--- config.mk ---
export PLATFORM = sky130hd
export DESIGN_NAME = sti_rx
export DESIGN_NICKNAME = d
export VERILOG_FILES = /design/src/rtl/sti_pkg.sv /design/src/rtl/sti_rx_fifo.sv /design/src/rtl/sti_rx.sv
export SDC_FILE = /design/constraint.sdc
export NUM_CORES = 1
export LEC_CHECK = 0
export ABC_AREA = 1
export CORE_MARGIN = 5
export CORE_UTILIZATION = 60
export CTS_BUF_LIST = sky130_fd_sc_hd__clkbuf_4 sky130_fd_sc_hd__clkbuf_8 sky130_fd_sc_hd__clkbuf_16
export DETAILED_ROUTE_END_ITERATION = 10
export DONT_BUFFER_PORTS = 1
export GPL_TIMING_DRIVEN = 0
export PLACE_DENSITY = 0.73
export SLEW_MARGIN = 25
export SYNTH_ARGS = -nofsm -noshare
export SYNTH_HDL_FRONTEND = slang
export SYNTH_SLANG_ARGS = --single-unit
--- constraint.sdc ---
create_clock -name clk -period 4.03 [get_ports clk]
set_clock_uncertainty 0.05 [all_clocks]
set_input_delay 0.403 -clock clk [delete_from_list [all_inputs] [get_ports clk]]
set_output_delay 0.403 -clock clk [all_outputs]
set_load 0.005 [all_outputs]
--- src/rtl/sti_pkg.sv ---
`default_nettype none
// ============================================================================
// Module      : sti_pkg
// Description : Shared definitions for the serial-to-word receiver.
//               Frame length codes, the length-code-to-bit-count mapping,
//               word/FIFO widths and the receiver FSM state encoding.
// Revision    : 1.0 - initial release
// ============================================================================
package sti_pkg;

  // Frame length codes carried on cfg_length / po_len
  localparam logic [1:0] LEN_8  = 2'd0;
  localparam logic [1:0] LEN_16 = 2'd1;
  localparam logic [1:0] LEN_24 = 2'd2;
  localparam logic [1:0] LEN_32 = 2'd3;

  localparam int WORD_W = 32;
  localparam int LEN_W  = 2;
  localparam int FIFO_W = WORD_W + LEN_W;  // {len, data}

  // Receiver FSM states (explicit 1-bit encoding)
  typedef enum logic [0:0] {
    ST_IDLE = 1'b0,
    ST_RECV = 1'b1
  } rx_state_t;

  // Number of bits N in a frame for a given length code: N = 8*(code+1)
  function automatic logic [5:0] len_bits(input logic [1:0] code);
    logic [5:0] n;
    case (code)
      LEN_8:   n = 6'd8;
      LEN_16:  n = 6'd16;
      LEN_24:  n = 6'd24;
      LEN_32:  n = 6'd32;
      default: n = 6'd8;
    endcase
    return n;
  endfunction

endpackage
`default_nettype wire

--- src/rtl/sti_rx_fifo.sv ---
`default_nettype none
// ============================================================================
// Module      : sti_rx_fifo
// Description : Synchronous FIFO buffering assembled {len, data} words.
//               A push while full is dropped unless a pop happens in the
//               same cycle, which frees the slot being written.
// Ports       : clk, reset      - clock, asynchronous active-high reset
//               push, push_data - write request and word
//               pop             - read request (ignored when empty)
//               pop_data        - word at the head of the FIFO
//               full, empty     - occupancy flags
// Revision    : 1.0 - initial release
// ============================================================================
module sti_rx_fifo #(
  parameter int DEPTH = 4,
  parameter int WIDTH = 34
) (
  input  logic             clk,
  input  logic             reset,
  input  logic             push,
  input  logic [WIDTH-1:0] push_data,
  input  logic             pop,
  output logic [WIDTH-1:0] pop_data,
  output logic             full,
  output logic             empty
);

  localparam int AW = $clog2(DEPTH);

  logic [WIDTH-1:0] r_mem [DEPTH];
  logic [AW:0]      r_wr_ptr;
  logic [AW:0]      r_rd_ptr;
  logic             w_do_push;
  logic             w_do_pop;

  // Pointers carry one extra wrap bit to tell full from empty
  assign empty = (r_wr_ptr == r_rd_ptr);
  assign full  = (r_wr_ptr[AW] != r_rd_ptr[AW]) &&
                 (r_wr_ptr[AW-1:0] == r_rd_ptr[AW-1:0]);

  assign w_do_pop  = pop && !empty;
  assign w_do_push = push && (!full || w_do_pop);

  assign pop_data = r_mem[r_rd_ptr[AW-1:0]];

  always_ff @(posedge clk or posedge reset) begin
    if (reset) begin
      r_wr_ptr <= '0;
      r_rd_ptr <= '0;
    end else begin
      if (w_do_push) r_wr_ptr <= r_wr_ptr + 1'b1;
      if (w_do_pop)  r_rd_ptr <= r_rd_ptr + 1'b1;
    end
  end

  // Storage needs no reset: the read side is qualified by empty
  always_ff @(posedge clk) begin
    if (w_do_push) r_mem[r_wr_ptr[AW-1:0]] <= push_data;
  end

endmodule
`default_nettype wire

--- src/rtl/sti_rx.sv ---
`default_nettype none
// ============================================================================
// Module      : sti_rx
// Description : Serial receiver. Assembles 8/16/24/32-bit frames from a
//               bit-serial stream (MSB- or LSB-first), buffers completed
//               words in a FIFO and presents them on a valid/ready port.
// Ports       : clk, reset              - clock, async active-high reset
//               si_data, si_valid       - serial bit and bit strobe
//               cfg_length, cfg_msb     - frame format, taken on first bit
//               si_end                  - final-frame marker, on last bit
//               po_data, po_len         - head word and its length code
//               po_valid, po_ready      - output handshake
//               frame_err               - pulse on truncated frame
//               overflow                - pulse on word dropped (FIFO full)
//               rx_finish               - sticky end-of-reception flag
// Revision    : 1.0 - initial release
// ============================================================================
module sti_rx
  import sti_pkg::*;
#(
  parameter int FIFO_DEPTH = 4
) (
  input  logic        clk,
  input  logic        reset,
  input  logic        si_data,
  input  logic        si_valid,
  input  logic [1:0]  cfg_length,
  input  logic        cfg_msb,
  input  logic        si_end,
  input  logic        po_ready,
  output logic [31:0] po_data,
  output logic [1:0]  po_len,
  output logic        po_valid,
  output logic        frame_err,
  output logic        overflow,
  output logic        rx_finish
);

  rx_state_t         r_state;
  logic [5:0]        r_bit_cnt;   // bits still to come in the current frame
  logic [4:0]        r_bit_idx;   // LSB-first insert position of next bit
  logic [LEN_W-1:0]  r_len;
  logic              r_msb;
  logic [WORD_W-1:0] r_word;
  logic              r_end_flag;
  logic              r_frame_err;
  logic              r_overflow;
  logic              r_finish;

  logic              w_active;
  logic              w_first;
  logic              w_last;
  logic              w_msb_cur;
  logic [WORD_W-1:0] w_base;
  logic [4:0]        w_idx;
  logic [WORD_W-1:0] w_word_next;
  logic              w_push;
  logic              w_pop;
  logic              w_full;
  logic              w_empty;
  logic [FIFO_W-1:0] w_rd_data;

  // --------------------------------------------------------------------------
  // Bit assembly. A "first" bit is one arriving in IDLE or right after a
  // completed frame (bit_cnt == 0 in RECV), which gives gap-free chaining.
  // --------------------------------------------------------------------------
  always_comb begin
    w_active    = si_valid && !r_finish;
    w_first     = w_active && ((r_state == ST_IDLE) || (r_bit_cnt == 6'd0));
    w_last      = w_active && !w_first && (r_bit_cnt == 6'd1);
    w_msb_cur   = w_first ? cfg_msb : r_msb;
    w_base      = w_first ? '0 : r_word;
    w_idx       = w_first ? 5'd0 : r_bit_idx;
    w_word_next = w_base;
    if (w_msb_cur) begin
      w_word_next = {w_base[WORD_W-2:0], si_data};
    end else begin
      w_word_next[w_idx] = si_data;
    end
  end

  // The completed word goes straight into the FIFO on the edge that samples
  // its last bit, so po_valid can rise on the next cycle.
  assign w_push = w_last;
  assign w_pop  = po_ready && !w_empty;

  sti_rx_fifo #(
    .DEPTH (FIFO_DEPTH),
    .WIDTH (FIFO_W)
  ) u_fifo (
    .clk       (clk),
    .reset     (reset),
    .push      (w_push),
    .push_data ({r_len, w_word_next}),
    .pop       (w_pop),
    .pop_data  (w_rd_data),
    .full      (w_full),
    .empty     (w_empty)
  );

  // --------------------------------------------------------------------------
  // Receiver FSM with registered status outputs
  // --------------------------------------------------------------------------
  always_ff @(posedge clk or posedge reset) begin
    if (reset) begin
      r_state     <= ST_IDLE;
      r_bit_cnt   <= 6'd0;
      r_bit_idx   <= 5'd0;
      r_len       <= LEN_8;
      r_msb       <= 1'b0;
      r_word      <= '0;
      r_end_flag  <= 1'b0;
      r_frame_err <= 1'b0;
      r_overflow  <= 1'b0;
      r_finish    <= 1'b0;
    end else begin
      r_frame_err <= 1'b0;
      r_overflow  <= w_push && w_full && !w_pop;

      if (r_end_flag && w_empty && (r_state == ST_IDLE)) begin
        r_finish <= 1'b1;
      end

      case (r_state)
        ST_IDLE: begin
          if (w_active) begin
            r_len     <= cfg_length;
            r_msb     <= cfg_msb;
            r_bit_cnt <= len_bits(cfg_length) - 6'd1;
            r_bit_idx <= 5'd1;
            r_word    <= w_word_next;
            r_state   <= ST_RECV;
          end
        end

        ST_RECV: begin
          if (!w_active) begin
            // Dropping si_valid mid-frame is a truncation; after the last
            // bit (bit_cnt == 0) it is a normal end of frame.
            if (r_bit_cnt != 6'd0) r_frame_err <= 1'b1;
            r_bit_cnt <= 6'd0;
            r_bit_idx <= 5'd0;
            r_word    <= '0;
            r_state   <= ST_IDLE;
          end else if (w_first) begin
            r_len     <= cfg_length;
            r_msb     <= cfg_msb;
            r_bit_cnt <= len_bits(cfg_length) - 6'd1;
            r_bit_idx <= 5'd1;
            r_word    <= w_word_next;
          end else begin
            r_word    <= w_word_next;
            r_bit_cnt <= r_bit_cnt - 6'd1;
            r_bit_idx <= r_bit_idx + 5'd1;
            if (w_last && si_end) r_end_flag <= 1'b1;
          end
        end

        default: r_state <= ST_IDLE;
      endcase
    end
  end

  // Head of FIFO is held by the FIFO itself while stalled; force zero when
  // empty so the port reads 0 after reset.
  assign po_valid  = !w_empty;
  assign po_data   = w_empty ? '0 : w_rd_data[WORD_W-1:0];
  assign po_len    = w_empty ? '0 : w_rd_data[FIFO_W-1:WORD_W];
  assign frame_err = r_frame_err;
  assign overflow  = r_overflow;
  assign rx_finish = r_finish;

endmodule
`default_nettype wire

; Yosys cells after proc, flatten, opt, wreduce, memory -nomap -nowiden
; Memory sizes are Yosys's and may differ from the RTL's.
; Index checks and enable logic that the tools add are counted.
[classes]
addsub = 6
n_eq_ne = 10
n_mux = 39
bitwise_logic = 2
magnitude_cmp = 2
n_reduce_logical = 27
[op_table]
columns = operator, n
row1 = 32-bit two-way mux, 5
row2 = 32-bit one-hot mux with 2 select lines, 1
row3 = 6-bit two-way mux, 8
row4 = 32-bit bitwise mux, 1
row5 = 6-bit one-hot mux with 4 select lines, 1
row6 = 5-bit two-way mux, 4
row7 = 6-bit by 1-bit subtractor with 6-bit output (second input constant), 3
row8 = 1-bit logical AND, 14
row9 = 6-bit one-hot mux with 2 select lines, 1
row10 = 1-bit two-way mux, 10
row11 = 5-bit one-hot mux with 2 select lines, 1
row12 = 2-bit two-way mux, 4
row13 = 3-bit by 1-bit adder with 3-bit output (second input constant), 2
row14 = 6-bit by 1-bit == test with 1-bit output (second input constant), 1
row15 = 6-bit zero test, 1
row16 = 5-bit by 6-bit less-than comparator with 1-bit output (second input constant), 1
row17 = 6-bit nonzero test, 1
row18 = 5-bit by 1-bit adder with 5-bit output (second input constant), 1
row19 = 1-bit demux with 5-bit select, 1
row20 = 5-bit by 1-bit >= comparator with 1-bit output (second input constant), 1
row21 = 1-bit zero test, 5
row22 = 2-bit == test (second input constant), 2
row23 = 2-bit by 1-bit inequality test with 1-bit output (second input constant), 2
row24 = 2-bit one-hot mux with 2 select lines, 1
row25 = 12 further kinds, 14
[totals]
in_bits = 9
memories = 1
reg_bits = 57
out_inout_bits = 38
ramBits = 136
elab_cells = 99
[mem_list]
columns = name, words, word_bits, read_ports, rd_ports_with_merged_regs, wr, line
row1 = u_fifo.r_mem, 4, 34, 1, 0, 1, sti_rx_fifo.sv:30  ; logic [WIDTH-1:0] r_mem [DEPTH];

; Longest topological paths before layout
[depth]
ltp_word = 12
ltp_mapped = 13
depth_no_buf = 13

; Modules after synthesis
; From an unflattened synthesis, not the netlist that was laid out.
[unflattened]
hier_cells = 946
hier_area_um2 = 9090.0
[by_module_without_submodules]
columns = mod, cells_per_inst, seq_area_each_um2, n_inst, area_per_inst_um2
row1 = sti_rx_fifo, 390, 4234.1, 1, 5494.0
row2 = sti_rx, 556, 1276.2, 1, 3595.9

; Worst setup path after synthesis
; No wires, ideal clock.
[synth_timing]
path_type = flip-flop to flip-flop
start = register r_bit_cnt[0]
end = memory u_fifo.r_mem[0][0], enable pin
slack_ns = 0.648
required_ns = 3.555
n_path_buf = 0
t_arrival_ns = 2.907
path_stages_with_launch = 10
period_less_slack_ns = 3.382
setup_time_ns = 0.425
path_cell_list = dfrtp_1 > inv_1 > ha_1 > nand3_1 > nand2_2 > inv_1 > nand2_1 > nor4_4 > nand2_1 > nor2_1
[synth_via]
elab_chain_cells = 9
elab_cells_between_ends = 10
classes_between = eq/ne: 1 / mux: 2 / reduce/logical: 7
[synth_lines]
columns = element, line
row1 = start: declaration, sti_rx.sv:40  ; logic [5:0] r_bit_cnt;
row2 = start signal: assignment, sti_rx.sv:129  ; r_bit_cnt <= len_bits(cfg_length) - 6'd1;
row3 = start signal: assignment, sti_rx.sv:148  ; r_bit_cnt <= len_bits(cfg_length) - 6'd1;
row4 = start signal: assignment, sti_rx.sv:153  ; r_bit_cnt <= r_bit_cnt - 6'd1;
row5 = 6-bit zero test, sti_rx.sv:69  ; w_first = w_active && ((r_state == ST_IDLE) || (r_bit_cnt == 6'd0));
row6 = 1-bit logical OR, sti_rx.sv:69
row7 = 1-bit logical AND, sti_rx.sv:69
row8 = 1-bit zero test, sti_rx.sv:70  ; w_last = w_active && !w_first && (r_bit_cnt == 6'd1);
row9 = 1-bit logical AND, sti_rx.sv:70
row10 = 1-bit logical AND *, sti_rx.sv:70
row11 = 1-bit logical AND *, sti_rx_fifo.sv:42  ; assign w_do_push = push && (!full || w_do_pop);
row12 = 1-bit two-way mux *, sti_rx_fifo.sv:58  ; if (w_do_push) r_mem[r_wr_ptr[AW-1:0]] <= push_data;
row13 = 1-bit two-way mux (implied by the code) *, sti_rx_fifo.sv:58
row14 = end: declaration, sti_rx_fifo.sv:30
; Mark *: on every way between the ends. The rest lies on a longest branch, timed or not.

; Worst setup path in the final report
[layout_timing]
start = register r_bit_cnt[0]
end = memory u_fifo.r_mem[3][10], enable pin
; Same word-level chain as after synthesis.

==> impl_metrics.json <==
{
  "status": "completed",
  "hold_ws_ns": 0.0373,
  "ios": 47,
  "avgRoutedWirePerCell_microns": 18.7,
  "critPathLaunchType": "flip-flop",
  "drt_iter0_markers": 790,
  "synth_flop_cell": "edfxtp_1",
  "endpoint_kind": "flip-flop",
  "leakage_nw": 3.94,
  "crit_start": "r_bit_cnt[0]$_DFFE_PP0P_",
  "hpwl_microns": 14500,
  "worst_slew_pin_slew_ns": 0.705,
  "crit_family": "simple AND/OR/NAND/NOR gates",
  "yosys_warnings": 0,
  "clock-sinks": 193,
  "reg2reg_from": "r_bit_cnt[0]$_DFFE_PP0P_",
  "grt_pass1_wl_microns": 35000,
  "ys_seq_elements": 193,
  "ys_top_cells_by_area": "edfxtp_1 45%, dfrtp_1 16%, nand2_1 9.3%",
  "fp.dieH_microns": 132,
  "drcViolationCount": 0,
  "cts.path.max_buffers": 2,
  "vias_per_cell": 5.95,
  "fin_util": 0.680,
  "crit_buf_inv": 3,
  "power_density_mw_per_mm2": 576,
  "hold_class": "in -> reg",
  "start_util": 0.615,
  "fin_cells": 1151,
  "grt_max_degree": 31,
  "drive_above_1_share": 0.0776,
  "grt-ovfl-total": 0,
  "synth.most_common_cell": "nand2_1",
  "ys_async_sr_fraction": 0.295,
  "routed_wl_microns": 21600,
  "max_stage_delay_ns": 0.67,
  "timing.fmax_ghz": 0.301,
  "syn-instance-count": 929,
  "rows": 44,
  "grt_pass1_vias": 6742,
  "ant_nets": 0,
  "cts_max_level": 4,
  "rsz0062_at_grt": "false",
  "synth_commonest_cells": "222 x nand2_1, 136 x edfxtp_1, 121 x nor2_1",
  "cts-root-buf": "clkbuf_16",
  "arrival_ns": 3.41,
  "vias": 6852,
  "synth_nets": 948,
  "r2r_cells": 10,
  "drv_cap": 0,
  "gp_congestion": 0.901,
  "clkTransAtPathRegs_ns": 0.07,
  "grt.total_usage": 0.253,
  "cts_resized": 0,
  "yosysSeqAreaShare": 0.612,
  "place_inst": 1118,
  "r2r_end": "u_fifo.r_mem[3][10]$_DFFE_PP_",
  "antenna_found_initial": 0,
  "finalSetupViolCount": 0,
  "yosysTopAreaCellShare": 0.454,
  "fin_crit_sh": 0.824,
  "io_buffers": 0,
  "syn-cell-area_sq_mm": 0.00900,
  "dieArea_sq_mm": 0.0175,
  "worstSetupEndpoint": "u_fifo.r_mem[3][10]$_DFFE_PP_",
  "numCtsBuffers": 17,
  "antennaDiodeCount": 0,
  "p_total_w": 0.00574,
  "crit_fanout": 19,
  "cp.required_ns": 4.12,
  "synth-edff-count": 136,
  "dr.pass1.iters": 5,
  "yosysTopAreaCell": "edfxtp_1",
  "die_x_microns": 132,
  "finalHoldViolations": 0,
  "fin_crit_ns": 3.32,
  "slowest_stage": "nor2_4",
  "r2r_slack_ns": 0.71,
  "area_growth_pct": 10.7,
  "slew_headroom": 0.529,
  "cts_tree": "yes",
  "worstPathCellList": "inv_1, ha_1, nand3_1, nand2_2, inv_1, nand2_1, nor4_4, nand2_1, nor2_4, buf_16",
  "cp.depth": 10,
  "criticalPathCategory": "reg -> reg",
  "slew_viol_final": 0,
  "clock_latency_ns": 0.43,
  "design.core.area_sq_mm": 0.0146,
  "fin_nets": 973,
  "vdd_drop_max_mv": 0.328,
  "synth_area_per_cell_sq_um": 9.69,
  "synth_cell_types": 33
}
flip-flops by register name, indices dropped and copies added, names as in the netlist:
signal / count
u_fifo.r_mem: 136
r_word: 32
r_bit_cnt: 6
r_bit_idx: 5
u_fifo.r_rd_ptr: 3
u_fifo.r_wr_ptr: 3
r_len: 2
frame_err: 1
overflow: 1
r_end_flag: 1
r_msb: 1
r_state: 1
rx_finish: 1
per-stage QoR:
| step | TNS, ns | cell area (sq um) | setup slack (ns) |
|---|---|---|---|
| detailed placement | 0 | 9380 | 0.746 |
| floorplan | 0 | 9000 | 0.648 |
| global placement | -111.73 | 9230 | -0.890 |
| finish | 0 | 9960 | 0.711 |
| CTS | 0 | 9960 | 0.732 |
| global route | 0 | 9960 | 0.513 |
worst min path at each step:
stage | start | to | slack, ns | cells past startpoint
6_report | si_end | r_end_flag$_DFFE_PP0P_ | 0.04 | 2
5_1_grt | si_end | r_end_flag$_DFFE_PP0P_ | 0.05 | 2
4_1_cts | si_end | r_end_flag$_DFFE_PP0P_ | 0.03 | 2
3_5_place_dp | reset | r_bit_cnt[1]$_DFFE_PP0P_ | 0.24 | 1
3_3_place_gp | r_end_flag$_DFFE_PP0P_ | r_end_flag$_DFFE_PP0P_ | 0.38 | 2
2_1_floorplan | r_end_flag$_DFFE_PP0P_ | r_end_flag$_DFFE_PP0P_ | 0.37 | 2
repair_timing:
| item | 4_1_cts | 5_1_grt |
|---|---|---|
| setup buffers | 0 | 0 |
| hold endpoints to repair | 27 | 0 |
| setup endpoints to repair | 0 | 0 |
| hold buffers | 1 | 0 |
cell type report:
cell class | count | area, sq um
Tap cell | 184 | 230
Inverter | 69 | 262
Buffer | 58 | 270
Clock inverter | 15 | 151
Clock buffer | 17 | 425
Multi-Input combinational cell | 609 | 2990
Timing Repair Buffer | 6 | 125
Sequential cell | 193 | 5510
Fill cell | 1121 | 4680
placed cells by master (no fill, tap or decap), types with 2 or more instances in the layout:
master	n
inv_2	2
o21ai_1	4
clkinv_1	4
clkbuf_1	33
buf_16	2
inv_1	64
buf_12	3
a21oi_1	4
ha_1	10
nor2_1	117
clkinvlp_4	2
xor2_1	8
inv_6	3
edfxtp_1	136
nor2_4	4
buf_6	4
clkbuf_16	17
o21ai_0	71
nor2_2	4
nand3_1	99
dfrtp_1	57
o221ai_1	2
clkinv_4	2
inv_8	3
o22ai_1	4
buf_1	3
xnor2_1	5
buf_2	18
nand2_1	222
o32ai_1	34
nand4_1	11
logic make-up after synthesis:
logic type,Yosys count,synth area share
AO/OA/AOI/OAI,124,0.0877
buffers and inverters,127,0.0588
XOR/XNOR,13,0.0127
flip-flops,193,0.612
multiplexers,1,0.00125
adder cells (fa/ha/maj),10,0.0139
AND/OR/NAND/NOR,461,0.213
report_power, final:
part,total [W],internal [W],switching (W)
clock,0.00165,0.000871,0.000775
sequential,0.00230,0.00223,0.0000661
combinational,0.00180,0.000509,0.00129
total,0.00574,0.00361,0.00213
routing by layer:
layer | part of all wire | track usage | vias to the layer above
met5 | 0 | 0 | -
met2 | 0.48 | 0.406 | 283
met4 | 0.022 | 0.0964 | 0
met3 | 0.074 | 0.0425 | 42
met1 | 0.42 | 0.351 | 3304
li1 | - | - | 3223
Note: power is estimated with default switching activity, not from simulation.
